**config.mk**
```make
export PLATFORM = sky130hd
export DESIGN_NAME = adc_sample_uart_tx
export DESIGN_NICKNAME = d
export VERILOG_FILES = /design/src/rtl/adc_sample_uart_tx.sv
export SDC_FILE = /design/constraint.sdc
export NUM_CORES = 1
export LEC_CHECK = 0
export CORE_MARGIN = 10
export CORE_UTILIZATION = 29
export DETAILED_ROUTE_END_ITERATION = 10
export PLACE_DENSITY = 0.45
export SKIP_LAST_GASP = 1
export SYNTH_ARGS = -nofsm -noshare
export SYNTH_HDL_FRONTEND = slang
export SYNTH_SLANG_ARGS = --single-unit
```
**constraint.sdc**
```tcl
create_clock -name I_clk -period 2.95 [get_ports I_clk]
set_clock_uncertainty 0.15 [all_clocks]
set_input_delay 0.295 -clock I_clk [delete_from_list [all_inputs] [get_ports I_clk]]
set_output_delay 0.295 -clock I_clk [all_outputs]
set_load 0.01 [all_outputs]
```
**src/rtl/adc_sample_uart_tx.sv**
```systemverilog
// ADC sample FIFO + UART 8N1 serializer: each 12-bit sample goes out as two marker-framed bytes (H then L).
// Latency: a sample written into an empty FIFO with the line idle is popped on the next edge; tx falls after that edge.
// Backpressure: none on input; a sample arriving while the FIFO is full (no pop) is dropped and counted. UART_PARITY_EN gives 8E1.
module adc_sample_uart_tx #(
    parameter int CLKS_PER_BIT = 217,
    parameter int FIFO_AW      = 4
) (
    input  logic        I_clk,
    input  logic        I_rst_n,
    input  logic        I_data_valid,
    input  logic [11:0] I_data,
    output logic        O_uart_tx,
    output logic        O_busy,
    output logic        O_overflow,
    output logic [15:0] O_drop_cnt
);
    localparam int DEPTH = 1 << FIFO_AW;
    localparam int TW    = (CLKS_PER_BIT > 1) ? $clog2(CLKS_PER_BIT) : 1;
    localparam logic [FIFO_AW:0] DEPTH_C = {1'b1, {FIFO_AW{1'b0}}};
    localparam logic [TW-1:0]    TMR_LAST = TW'(CLKS_PER_BIT - 1);

    typedef enum logic [2:0] {
        IDLE,
        START,
        DATA,
`ifdef UART_PARITY_EN
        PARITY,
`endif
        STOP
    } state_t;

    state_t state, state_nxt;

    logic [11:0]        mem [DEPTH];
    logic [FIFO_AW-1:0] wr_ptr, rd_ptr;
    logic [FIFO_AW:0]   count;
    logic [11:0]        rd_dat;
    logic               fifo_empty, fifo_full, push, pop;

    logic [TW-1:0] tmr;
    logic          bit_done;
    logic [2:0]    bit_idx;
    logic [7:0]    shift;
    logic [5:0]    hold;
    logic          byte_sel;
`ifdef UART_PARITY_EN
    logic          par;
`endif

    assign rd_dat     = mem[rd_ptr];
    assign fifo_empty = (count == '0);
    assign fifo_full  = (count == DEPTH_C);
    assign pop        = (state == IDLE) && !fifo_empty;
    // A pop on the same edge frees a slot, so a full FIFO still takes the sample.
    assign push       = I_data_valid && (!fifo_full || pop);
    assign bit_done   = (tmr == TMR_LAST);

    always_ff @(posedge I_clk) begin
        if (push) mem[wr_ptr] <= I_data;
    end

    always_ff @(posedge I_clk or negedge I_rst_n) begin
        if (!I_rst_n) begin
            wr_ptr <= '0;
            rd_ptr <= '0;
            count  <= '0;
        end else begin
            if (push) wr_ptr <= wr_ptr + 1'b1;
            if (pop)  rd_ptr <= rd_ptr + 1'b1;
            case ({push, pop})
                2'b10:   count <= count + 1'b1;
                2'b01:   count <= count - 1'b1;
                default: count <= count;
            endcase
        end
    end

    always_ff @(posedge I_clk or negedge I_rst_n) begin
        if (!I_rst_n) begin
            O_overflow <= 1'b0;
            O_drop_cnt <= '0;
        end else if (I_data_valid && !push) begin
            O_overflow <= 1'b1;
            if (O_drop_cnt != 16'hFFFF) O_drop_cnt <= O_drop_cnt + 16'd1;
        end
    end

    always_ff @(posedge I_clk or negedge I_rst_n) begin
        if (!I_rst_n) state <= IDLE;
        else          state <= state_nxt;
    end

    always_comb begin
        state_nxt = state;
        case (state)
            IDLE:   if (!fifo_empty) state_nxt = START;
            START:  if (bit_done) state_nxt = DATA;
`ifdef UART_PARITY_EN
            DATA:   if (bit_done && bit_idx == 3'd7) state_nxt = PARITY;
            PARITY: if (bit_done) state_nxt = STOP;
`else
            DATA:   if (bit_done && bit_idx == 3'd7) state_nxt = STOP;
`endif
            STOP:   if (bit_done) state_nxt = byte_sel ? IDLE : START;
            default: state_nxt = IDLE;
        endcase
    end

    always_comb begin
        O_uart_tx = 1'b1;
        case (state)
            START:   O_uart_tx = 1'b0;
            DATA:    O_uart_tx = shift[0];
`ifdef UART_PARITY_EN
            PARITY:  O_uart_tx = par;
`endif
            default: O_uart_tx = 1'b1;
        endcase
    end

    assign O_busy = (state != IDLE) || !fifo_empty;

    // Bit timer restarts on every bit boundary, so back-to-back bytes need no gap cycle.
    always_ff @(posedge I_clk or negedge I_rst_n) begin
        if (!I_rst_n) begin
            tmr      <= '0;
            bit_idx  <= '0;
            shift    <= '0;
            hold     <= '0;
            byte_sel <= 1'b0;
`ifdef UART_PARITY_EN
            par      <= 1'b0;
`endif
        end else begin
            tmr <= (state == IDLE || bit_done) ? '0 : tmr + 1'b1;
            if (pop) begin
                shift    <= {2'b10, rd_dat[11:6]};
                hold     <= rd_dat[5:0];
                byte_sel <= 1'b0;
`ifdef UART_PARITY_EN
                par      <= ^{2'b10, rd_dat[11:6]};
`endif
            end
            if (state == START && bit_done) bit_idx <= '0;
            if (state == DATA && bit_done) begin
                shift   <= {1'b0, shift[7:1]};
                bit_idx <= bit_idx + 1'b1;
            end
            if (state == STOP && bit_done && !byte_sel) begin
                shift    <= {2'b00, hold};
                byte_sel <= 1'b1;
`ifdef UART_PARITY_EN
                par      <= ^hold;
`endif
            end
        end
    end
endmodule

```
==> flow_summary.ini, run 1 <==
[synthesis]
ys_types = 61
synthXorXnorAreaFrac = 0.0253
mappedNetlistArea_um2 = 10400
yosysTopAreaCellShare = 0.554
synth_mux_area_frac = 0.119
netlist_top_cells_count = edfxtp_1 (192), dfrtp_1 (58), mux2i_1 (47), nand2_1 (35), mux4_2 (31)
synth.ff_latch_count = 250
synth-edff-count = 192
synthArstFlopShare = 0.232
ys.flop_type = edfxtp_1
synthSimpleGateAreaFrac = 0.0692
synth_fa_ha_area_frac = 0.0224
postSynthAreaPerCell_um2 = 16.7
synth_top_family_by_area = multiplexers
syn_inst = 623
yosysMostFrequentCell = edfxtp_1
synth_top_area_cell = edfxtp_1
synth.area.top_cells = edfxtp_1 (55%), dfrtp_1 (14%), mux4_2 (6.7%)
seq_area_frac_synth = 0.694
synth_compound_area_frac = 0.0534
syn_nets = 656
yosysWarnings = 0

[global_routing]
grt_start_max_net_pins = 44
grt_overflow = 0
grt_pass1_vias = 5952
grt_pass1_wl_um = 36400
antenna_found_initial = 0
grt_usage = 0.107

[worst_setup_path]
setup.worst_path.class = reg2reg
path_cells = or4_4 -> o21ai_2 -> nor2_2 -> ha_1 -> a21o_1 -> a21oi_1 -> or3b_2 -> nand3_1 -> o2111ai_1
critical_path_required_ns = 3.20
reg2reg_slack_ns = 0.09
slowest_stage = or4_4
cpPeakStageDelay_ns = 0.58
crit_buf_inv = 0
cp_top_family = simple AND/OR/NAND/NOR gates
cp-end-kind = flip-flop
start_kind = flip-flop
worst-path-max-fanout = 5
arrival_ns = 3.11

[drt]
first_iter_violations = 330
wl_met3_um = 928
wl_met1_um = 10600
wl_met2_um = 11400
drc = 0
vias = 5640
vias_per_cell = 4.78
wl_per_cell_um = 20.0
ant_nets = 0
wirelength_um = 23600
routed.top_layer = met4
drtPass1Iterations = 5

[clocking]
cts_tree = done
numCtsBuffers = 28
cts.path.max_buffers = 3
htree_levels = 1
clk_pin_slew_worst_paths_ns = 0.06
clk_latency_ns = 0.58
cts_root_buffer = clkbuf_16
cts.sinks = 250

[pwr]
p_leak_nw = 4.40
power_switching_share = 0.319
pwr-share-comb = 0.291
power_frac_clock = 0.288
seqPwrFrac = 0.421
p_int_mw = 7.70
power_density_nw_per_um2 = 911
p_switching_mw = 3.60
power_mw = 11.3
ir_drop_v = 0.000560

[sta]
worst-slew-pin-transition_ns = 1.00
holdWs_ns = 0.322
slew_viol_final = 0
finalHoldViolCount = 0
final-setup-viol-count = 0
fmax_ghz = 0.350
timing.final.ws_setup_ns = 0.0913
period_share = 0.969
period_minus_slack_ns = 2.86
fin_tns_setup_ns = 0
slew_headroom = 0.331

[die]
initial_core_util = 0.293
die_x_um = 209
die_h_um = 209
ios = 34
core-area_um2 = 35500
fp-row-count = 69
die_area_um2 = 43900

[finish]
stdcell_count = 1180
drive_gt1_frac = 0.200
diodes = 0
finalNetCount = 731
areaGrowthSynthToFinish_pct = 19.2

[placement]
place_ws_ns = 0.0792
place.gp.congestion = 0.786
place_inst = 1127
numPortBuffers = 33
hpwl_um = 15400

[run]
maxCapViolCount = 0

[worst_hold_path]
hp-class = in2async

[status]
outcome = finished clean
-- worst register-to-register path, stage by stage (launching register included) --
cell       delay (ns)
dfrtp_2          0.44
or4_4            0.58
o21ai_2          0.18
nor2_2           0.10
ha_1             0.34
a21o_1           0.17
a21oi_1          0.09
or3b_2           0.46
nand3_1          0.10
o2111ai_1        0.11
-- metal layers --
layer  vias up  global-route usage
li1       2583                   -
met2       125               0.176
met1      2891               0.140
met4         0              0.0347
met5         -                   0
met3        41              0.0196
-- path summary, 6_finish.rpt --
| check | startpoint | to | cells past startpoint |
|---|---|---|---|
| min in group I_clk | shift[6]$_DFFE_PN0P_ | shift[6]$_DFFE_PN0P_ | 1 |
| setup / recovery | count[3]$_DFFE_PN0P_ | count[4]$_DFFE_PN0P_ | 9 |
| setup reg to reg | count[3]$_DFFE_PN0P_ | count[4]$_DFFE_PN0P_ | 9 |
| hold reg to reg | shift[6]$_DFFE_PN0P_ | shift[6]$_DFFE_PN0P_ | 1 |
| max in group asynchronous | I_rst_n | rd_ptr[0]$_DFFE_PN0P_ | 3 |
| hold / removal | I_rst_n | O_drop_cnt[12]$_DFFE_PN0P_ | 2 |
-- power by group through the flow --
stage / clock (mW) / sequential, mW / combinational (mW)
after floorplan: 0 / 4.60 / 2.44
after global placement: 0 / 4.80 / 3.28
after detailed placement: 0 / 4.82 / 3.33
after CTS: 3.37 / 4.76 / 3.34
after global routing: 3.52 / 4.82 / 3.63
final: 3.26 / 4.75 / 3.29
-- state kept, by name (all words and copies together), names as in the netlist --
name / count
count: 5
O_drop_cnt: 16
O_overflow: 1
mem: 192
rd_ptr: 4
hold: 6
tmr: 8
shift: 8
state: 2
wr_ptr: 4
bit_idx: 3
byte_sel: 1
-- layout make-up --
cell class / count / area (um^2)
Timing Repair Buffer: 71 / 626
Inverter: 12 / 45.0
Clock inverter: 23 / 174
Fill cell: 3359 / 23100
Clock buffer: 28 / 701
Multi-Input combinational cell: 335 / 3060
Tap cell: 461 / 577
Sequential cell: 250 / 7220
-- cell families (layout without fill, tap and decap cells) --
| logic type | count (synthesis) | after routing |
|---|---|---|
| AO/OA/AOI/OAI | 74 | 74 |
| XOR/XNOR | 30 | 30 |
| adder cells (fa/ha/maj) | 18 | 18 |
| buffers and inverters | 38 | 134 |
| flip-flops | 250 | 250 |
| multiplexers | 83 | 83 |
| AND/OR/NAND/NOR | 130 | 130 |
-- metrics by stage --
step	cell area, um^2	utilization
floorplan	10400	-
finish	12400	0.350
CTS	12400	0.349
global route	12400	0.350
global placement	11500	0.324
detailed placement	11500	0.324
-- placed cells by master (no fill, tap or decap), types with 4 or more instances in the layout --
| cell type | instances |
|---|---|
| edfxtp_1 | 192 |
| nor3_2 | 6 |
| a21o_1 | 9 |
| nand4_1 | 12 |
| o21ai_1 | 6 |
| dfrtp_1 | 56 |
| a221oi_1 | 6 |
| inv_1 | 12 |
| xnor2_1 | 23 |
| mux2i_1 | 47 |
| ha_1 | 17 |
| clkinv_2 | 7 |
| clkdlybuf4s50_1 | 32 |
| nor4_2 | 4 |
| buf_4 | 36 |
| nand3b_1 | 4 |
| nor2_1 | 24 |
| nand3_1 | 11 |
| a221o_1 | 6 |
| and2_1 | 7 |
| nor2b_1 | 5 |
| nand2_1 | 35 |
| mux4_2 | 31 |
| xor2_1 | 7 |
| o21ai_0 | 10 |
| clkinv_1 | 8 |
| o22ai_1 | 16 |
| clkbuf_16 | 28 |
| a31oi_1 | 5 |
-- what timing repair did --
| item | in CTS | in global routing |
|---|---|---|
| setup buffers | 0 | 1 |
| setup endpoints to repair | 0 | 1 |
| gates resized for setup | 0 | 3 |
| hold endpoints to repair | 41 | 0 |
| hold buffers | 1 | 0 |
(Power assumes the default switching activity.)
==> inputs of run 2 (changes only) <==
--- a/config.mk
+++ b/config.mk
@@ -7,7 +7,9 @@
 export LEC_CHECK = 0
 export CORE_MARGIN = 10
 export CORE_UTILIZATION = 29
+export CTS_CLUSTER_SIZE = 20
 export DETAILED_ROUTE_END_ITERATION = 10
+export MAX_ROUTING_LAYER = met4
 export PLACE_DENSITY = 0.45
 export SKIP_LAST_GASP = 1
 export SYNTH_ARGS = -nofsm -noshare
==> flow_summary.ini, run 2 (synthesis gave the netlist of run 1 again) <==
[worst_setup_path]
r2r-start = count[3]$_DFFE_PN0P_
start_kind = flip-flop
crit_buf_inv = 0
setup.worst_path.class = reg2reg
startpoint = count[3]$_DFFE_PN0P_
cpPeakStageDelay_ns = 0.58
arrival_ns = 3.10
critical_path_required_ns = 3.19
r2r-end = count[4]$_DFFE_PN0P_
path_cells = or4_4 -> o21ai_2 -> nor2_2 -> ha_1 -> a21o_1 -> a21oi_1 -> or3b_2 -> nand3_1 -> o2111ai_1
reg2reg_depth = 9
worst-path-max-fanout = 5
slowest_stage = or4_4
cp_top_family = simple AND/OR/NAND/NOR gates
reg2reg_slack_ns = 0.1
cp-end-kind = flip-flop

[die]
die_area_um2 = 43900
core-area_um2 = 35500
initial_core_util = 0.293
ios = 34
die_x_um = 209
fp-row-count = 69
die_h_um = 209

[finish]
finalNetCount = 731
layout_commonest_cell = edfxtp_1
drive_gt1_frac = 0.199
reg_top3 = mem (192), O_drop_cnt (16)
largest_reg_flops = 192
diodes = 0
largest_register = mem
areaGrowthSynthToFinish_pct = 19.0
final_cell_mix = edfxtp_1 (192), dfrtp_1 (56), mux2i_1 (47), buf_4 (36), nand2_1 (35)
stdcell_count = 1180

[drt]
drtPass1Iterations = 4
wl_per_cell_um = 20.0
drc = 0
ant_nets = 0
first_iter_violations = 333
vias = 5642
wirelength_um = 23600
vias_per_cell = 4.78

[pwr]
p_switching_mw = 3.60
pwr-share-comb = 0.294
power_switching_share = 0.321
power_mw = 11.2
power_frac_clock = 0.282
p_leak_nw = 4.38
p_int_mw = 7.61
ir_drop_v = 0.000547
power_density_nw_per_um2 = 906
seqPwrFrac = 0.424

[sta]
period_minus_slack_ns = 2.85
period_share = 0.967
slew_headroom = 0.322
fin_tns_setup_ns = 0
slew_viol_final = 0
finalHoldViolCount = 0
fmax_ghz = 0.351
final-setup-viol-count = 0
worst-slew-pin-transition_ns = 1.02

[placement]
numPortBuffers = 33
hpwl_um = 15400
place_inst = 1127
place.gp.congestion = 0.796

[global_routing]
grt_usage = 0.109
grt_pass1_vias = 5959
grt_pass1_wl_um = 36300
antenna_found_initial = 0
grt_overflow = 0
grt_start_max_net_pins = 44

[clocking]
cts.sinks = 250
cts_root_buffer = clkbuf_16
htree_levels = 1
numCtsBuffers = 28
clk_pin_slew_worst_paths_ns = 0.06
clk_latency_ns = 0.57
cts.path.max_buffers = 3
cts_tree = done

[worst_hold_path]
hp-class = in2async

[run]
maxCapViolCount = 0

[status]
outcome = finished clean
-- run 2: area by class of cell --
class	instances	area (um^2)
Clock inverter	22	146
Multi-Input combinational cell	335	3060
Tap cell	461	577
Sequential cell	250	7220
Fill cell	3364	23100
Timing Repair Buffer	71	626
Clock buffer	29	704
Inverter	12	45.0
-- run 2: repair_timing --
item                                   CTS  global route
hold buffers                             1             0
resized for setup                        0             3
endpoints found under the hold margin   41             0
setup endpoints to repair                0             1
setup buffers                            0             1
-- run 2: worst reg2reg max path, delay by kind of cell (launching register included) --
| kind | cells | cell delay, ns |
|---|---|---|
| adders and majority gates | 1 | 0.34 |
| AOI/OAI and AO/OA | 4 | 0.54 |
| DFF | 1 | 0.44 |
| and+or+nand+nor | 4 | 1.24 |
-- run 2: power by group through the flow --
stage               logic [mW]  registers, mW  clock network, mW
floorplan                 2.44           4.60                  0
global placement          3.28           4.80                  0
detailed placement        3.33           4.82                  0
CTS                       3.34           4.76               3.27
global route              3.63           4.82               3.42
finish                    3.29           4.75               3.16
-- run 2: how the worst max path moves through the flow --
stage                                 endpoint  slack (ns)  cells past startpoint
after CTS                 count[4]$_DFFE_PN0P_        0.07                      9
final                     count[4]$_DFFE_PN0P_         0.1                      9
after floorplan            mem[0][0]$_DFFE_PP_        0.16                      6
after global placement    count[4]$_DFFE_PN0P_        0.21                      9
after global routing                    O_busy      -0.001                      6
after detailed placement  count[4]$_DFFE_PN0P_        0.08                      9
-- run 2: per-layer routing --
layer,routed length [um],part of all wire,vias up,GRT usage
li1,-,-,2582,-
met1,10700,0.45,2903,0.140
met2,11400,0.48,112,0.176
met3,823,0.035,45,0.0174
met4,693,0.029,0,0.0325
met5,0,0,-,-
-- run 2: through the flow --
stage / util / hold slack, ns / area [um^2] / setup WS, ns
floorplan: - / -0.151 / 10400 / 0.163
global placement: 0.324 / 0.303 / 11500 / 0.208
detailed placement: 0.324 / 0.322 / 11500 / 0.0792
CTS: 0.348 / 0.337 / 12400 / 0.0745
global route: 0.349 / 0.353 / 12400 / -0.00149
finish: 0.349 / 0.336 / 12400 / 0.0973
==> inputs of run 3 (changes only) <==
--- a/config.mk
+++ b/config.mk
@@ -10,7 +10,7 @@
 export CTS_CLUSTER_SIZE = 20
 export DETAILED_ROUTE_END_ITERATION = 10
 export MAX_ROUTING_LAYER = met4
-export PLACE_DENSITY = 0.45
+export PLACE_DENSITY = 0.44
 export SKIP_LAST_GASP = 1
 export SYNTH_ARGS = -nofsm -noshare
 export SYNTH_HDL_FRONTEND = slang
==> constraint.sdc (replaced) <==
create_clock -name I_clk -period 2.8 [get_ports I_clk]
set_clock_uncertainty 0.15 [all_clocks]
set_input_delay 0.28 -clock I_clk [delete_from_list [all_inputs] [get_ports I_clk]]
set_output_delay 0.28 -clock I_clk [all_outputs]
set_load 0.01 [all_outputs]
==> flow_summary.ini, run 3 (synthesis gave the netlist of run 1 again) <==
[pwr]
p_leak_nw = 4.45
power_density_nw_per_um2 = 980
power_mw = 12.3
ir_drop_v = 0.000458

[sta]
timing.final.ws_setup_ns = 0.0703
finalHoldViolCount = 0
slew_viol_final = 0
fin_tns_setup_ns = 0
fmax_ghz = 0.366
period_share = 0.975
rsz0062_at_grt = true
final-setup-viol-count = 0
worst-slew-pin-transition_ns = 0.893
period_minus_slack_ns = 2.73
slew_headroom = 0.405

[clocking]
cts.sinks = 250
cts_root_buffer = clkbuf_16
clk_latency_ns = 0.54
cts_tree = done
htree_levels = 1
clk_pin_slew_worst_paths_ns = 0.06
cts.path.max_buffers = 3
numCtsBuffers = 29

[finish]
layout_commonest_cell = edfxtp_1
stdcell_count = 1190
nFillCells = 3325
largest_reg_flops = 192
drive_gt1_frac = 0.202
diodes = 0
areaGrowthSynthToFinish_pct = 20.2
final_cell_mix = edfxtp_1 (192), dfrtp_1 (57), mux2i_1 (47), buf_4 (44), nand2_1 (35)
finalNetCount = 740
largest_register = mem
reg_top3 = mem (192), O_drop_cnt (16)
final_util = 0.352

[worst_setup_path]
arrival_ns = 2.98
critical_path_required_ns = 3.05
slowest_stage = or4_4
path_cells = or4_4 -> o21ai_2 -> nor2_2 -> ha_1 -> a21o_1 -> a21oi_1 -> or3b_2 -> nand3_1 -> o2111ai_1
cp-end-kind = flip-flop
setup.worst_path.class = reg2reg
start_kind = flip-flop
cpPeakStageDelay_ns = 0.56
r2r-end = count[4]$_DFFE_PN0P_
reg2reg_depth = 9
reg2reg_slack_ns = 0.07
worst-path-max-fanout = 5
r2r-start = count[3]$_DFFE_PN0P_

[drt]
drtPass1Iterations = 5
drc = 0
wl_per_cell_um = 20.4
vias = 5610
first_iter_violations = 296
vias_per_cell = 4.71
wirelength_um = 24300
ant_nets = 0

[global_routing]
grt_overflow = 0
antenna_found_initial = 0
grt_use_met2 = 0.178
busiest_layer = met2
grt_pass1_wl_um = 37500
grtUsageMet3 = 0.0180
grt_pass1_vias = 5958
gr-usage-met1 = 0.147
grt_start_max_net_pins = 40
grt_usage = 0.113

[die]
initial_core_util = 0.293
die_h_um = 209
die_x_um = 209
die_area_um2 = 43900
ios = 34
core-area_um2 = 35500
fp-row-count = 69

[worst_hold_path]
hp-class = in2async

[placement]
hpwl_um = 15700
place_ws_ns = 0.0716
numPortBuffers = 33
place_inst = 1135
place.gp.congestion = 0.781

[status]
outcome = finished clean

[run]
maxCapViolCount = 0
[run 3: cell types whose count changed in the layout (fill, tap and decap cells not counted), moves of 3 or more]
cell / previous run / this run
buf_4: 36 / 44
bufinv_16: 0 / 3
clkbuf_1: 1 / 11
clkinv_1: 8 / 5
clkinv_2: 6 / 2
clkinvlp_4: 4 / 1
[run 3: report_power, final]
group | internal (mW) | switching (mW) | total [mW]
clock | 2.18 | 1.44 | 3.62
combinational | 1.71 | 1.93 | 3.64
sequential | 4.55 | 0.448 | 5.00
[run 3: cell type report]
type / count / area [um^2] / share of cell area
sequential: 250 / 7220 / 0.578
inverter: 12 / 45.0 / 0.00360
tap: 461 / 577 / 0.0461
timing repair buffer: 79 / 686 / 0.0548
multi-input combinational: 335 / 3060 / 0.245
clock inverter: 13 / 144 / 0.0115
clock buffer: 40 / 767 / 0.0613
[run 3: metal layers]
metal | up-vias | share of wire
li1 | 2602 | -
met1 | 2868 | 0.47
met2 | 99 | 0.47
met3 | 41 | 0.037
met4 | 0 | 0.024
met5 | - | 0
[run 3: how the worst max path moves through the flow]
| stage | slack [ns] | end | from |
|---|---|---|---|
| 3_3_place_gp | 0.13 | count[4]$_DFFE_PN0P_ | count[3]$_DFFE_PN0P_ |
| 5_1_grt | -0.05 | count[4]$_DFFE_PN0P_ | count[3]$_DFFE_PN0P_ |
| 4_1_cts | 0.06 | count[4]$_DFFE_PN0P_ | count[3]$_DFFE_PN0P_ |
| 6_report | 0.07 | count[4]$_DFFE_PN0P_ | count[3]$_DFFE_PN0P_ |
| 2_1_floorplan | 0.01 | mem[0][0]$_DFFE_PP_ | state[0]$_DFFE_PN0P_ |
| 3_5_place_dp | 0.07 | count[4]$_DFFE_PN0P_ | count[3]$_DFFE_PN0P_ |
[run 3: what timing repair did]
item	in CTS	in global routing
pin swaps	0	1
endpoints found under the setup margin	1	2
endpoints found under the hold margin	38	0
hold buffers	1	0
buffers inserted	0	1
gates resized for setup	1	3
[run 3: per-stage QoR]
stage | instance area, um^2 | hold WS [ns]
2_1_floorplan | 10400 | -0.166
3_3_place_gp | 11600 | 0.300
3_5_place_dp | 11600 | 0.297
4_1_cts | 12500 | 0.280
5_1_grt | 12500 | 0.330
6_report | 12500 | 0.256
[run 3: worst max-delay path: cells and delay by family (launching register included)]
kind / cells / cell delay, ns
AND/OR/NAND/NOR: 4 / 1.20
AO/OA/AOI/OAI: 4 / 0.51
flip-flops: 1 / 0.37
adder cells (fa/ha/maj): 1 / 0.34
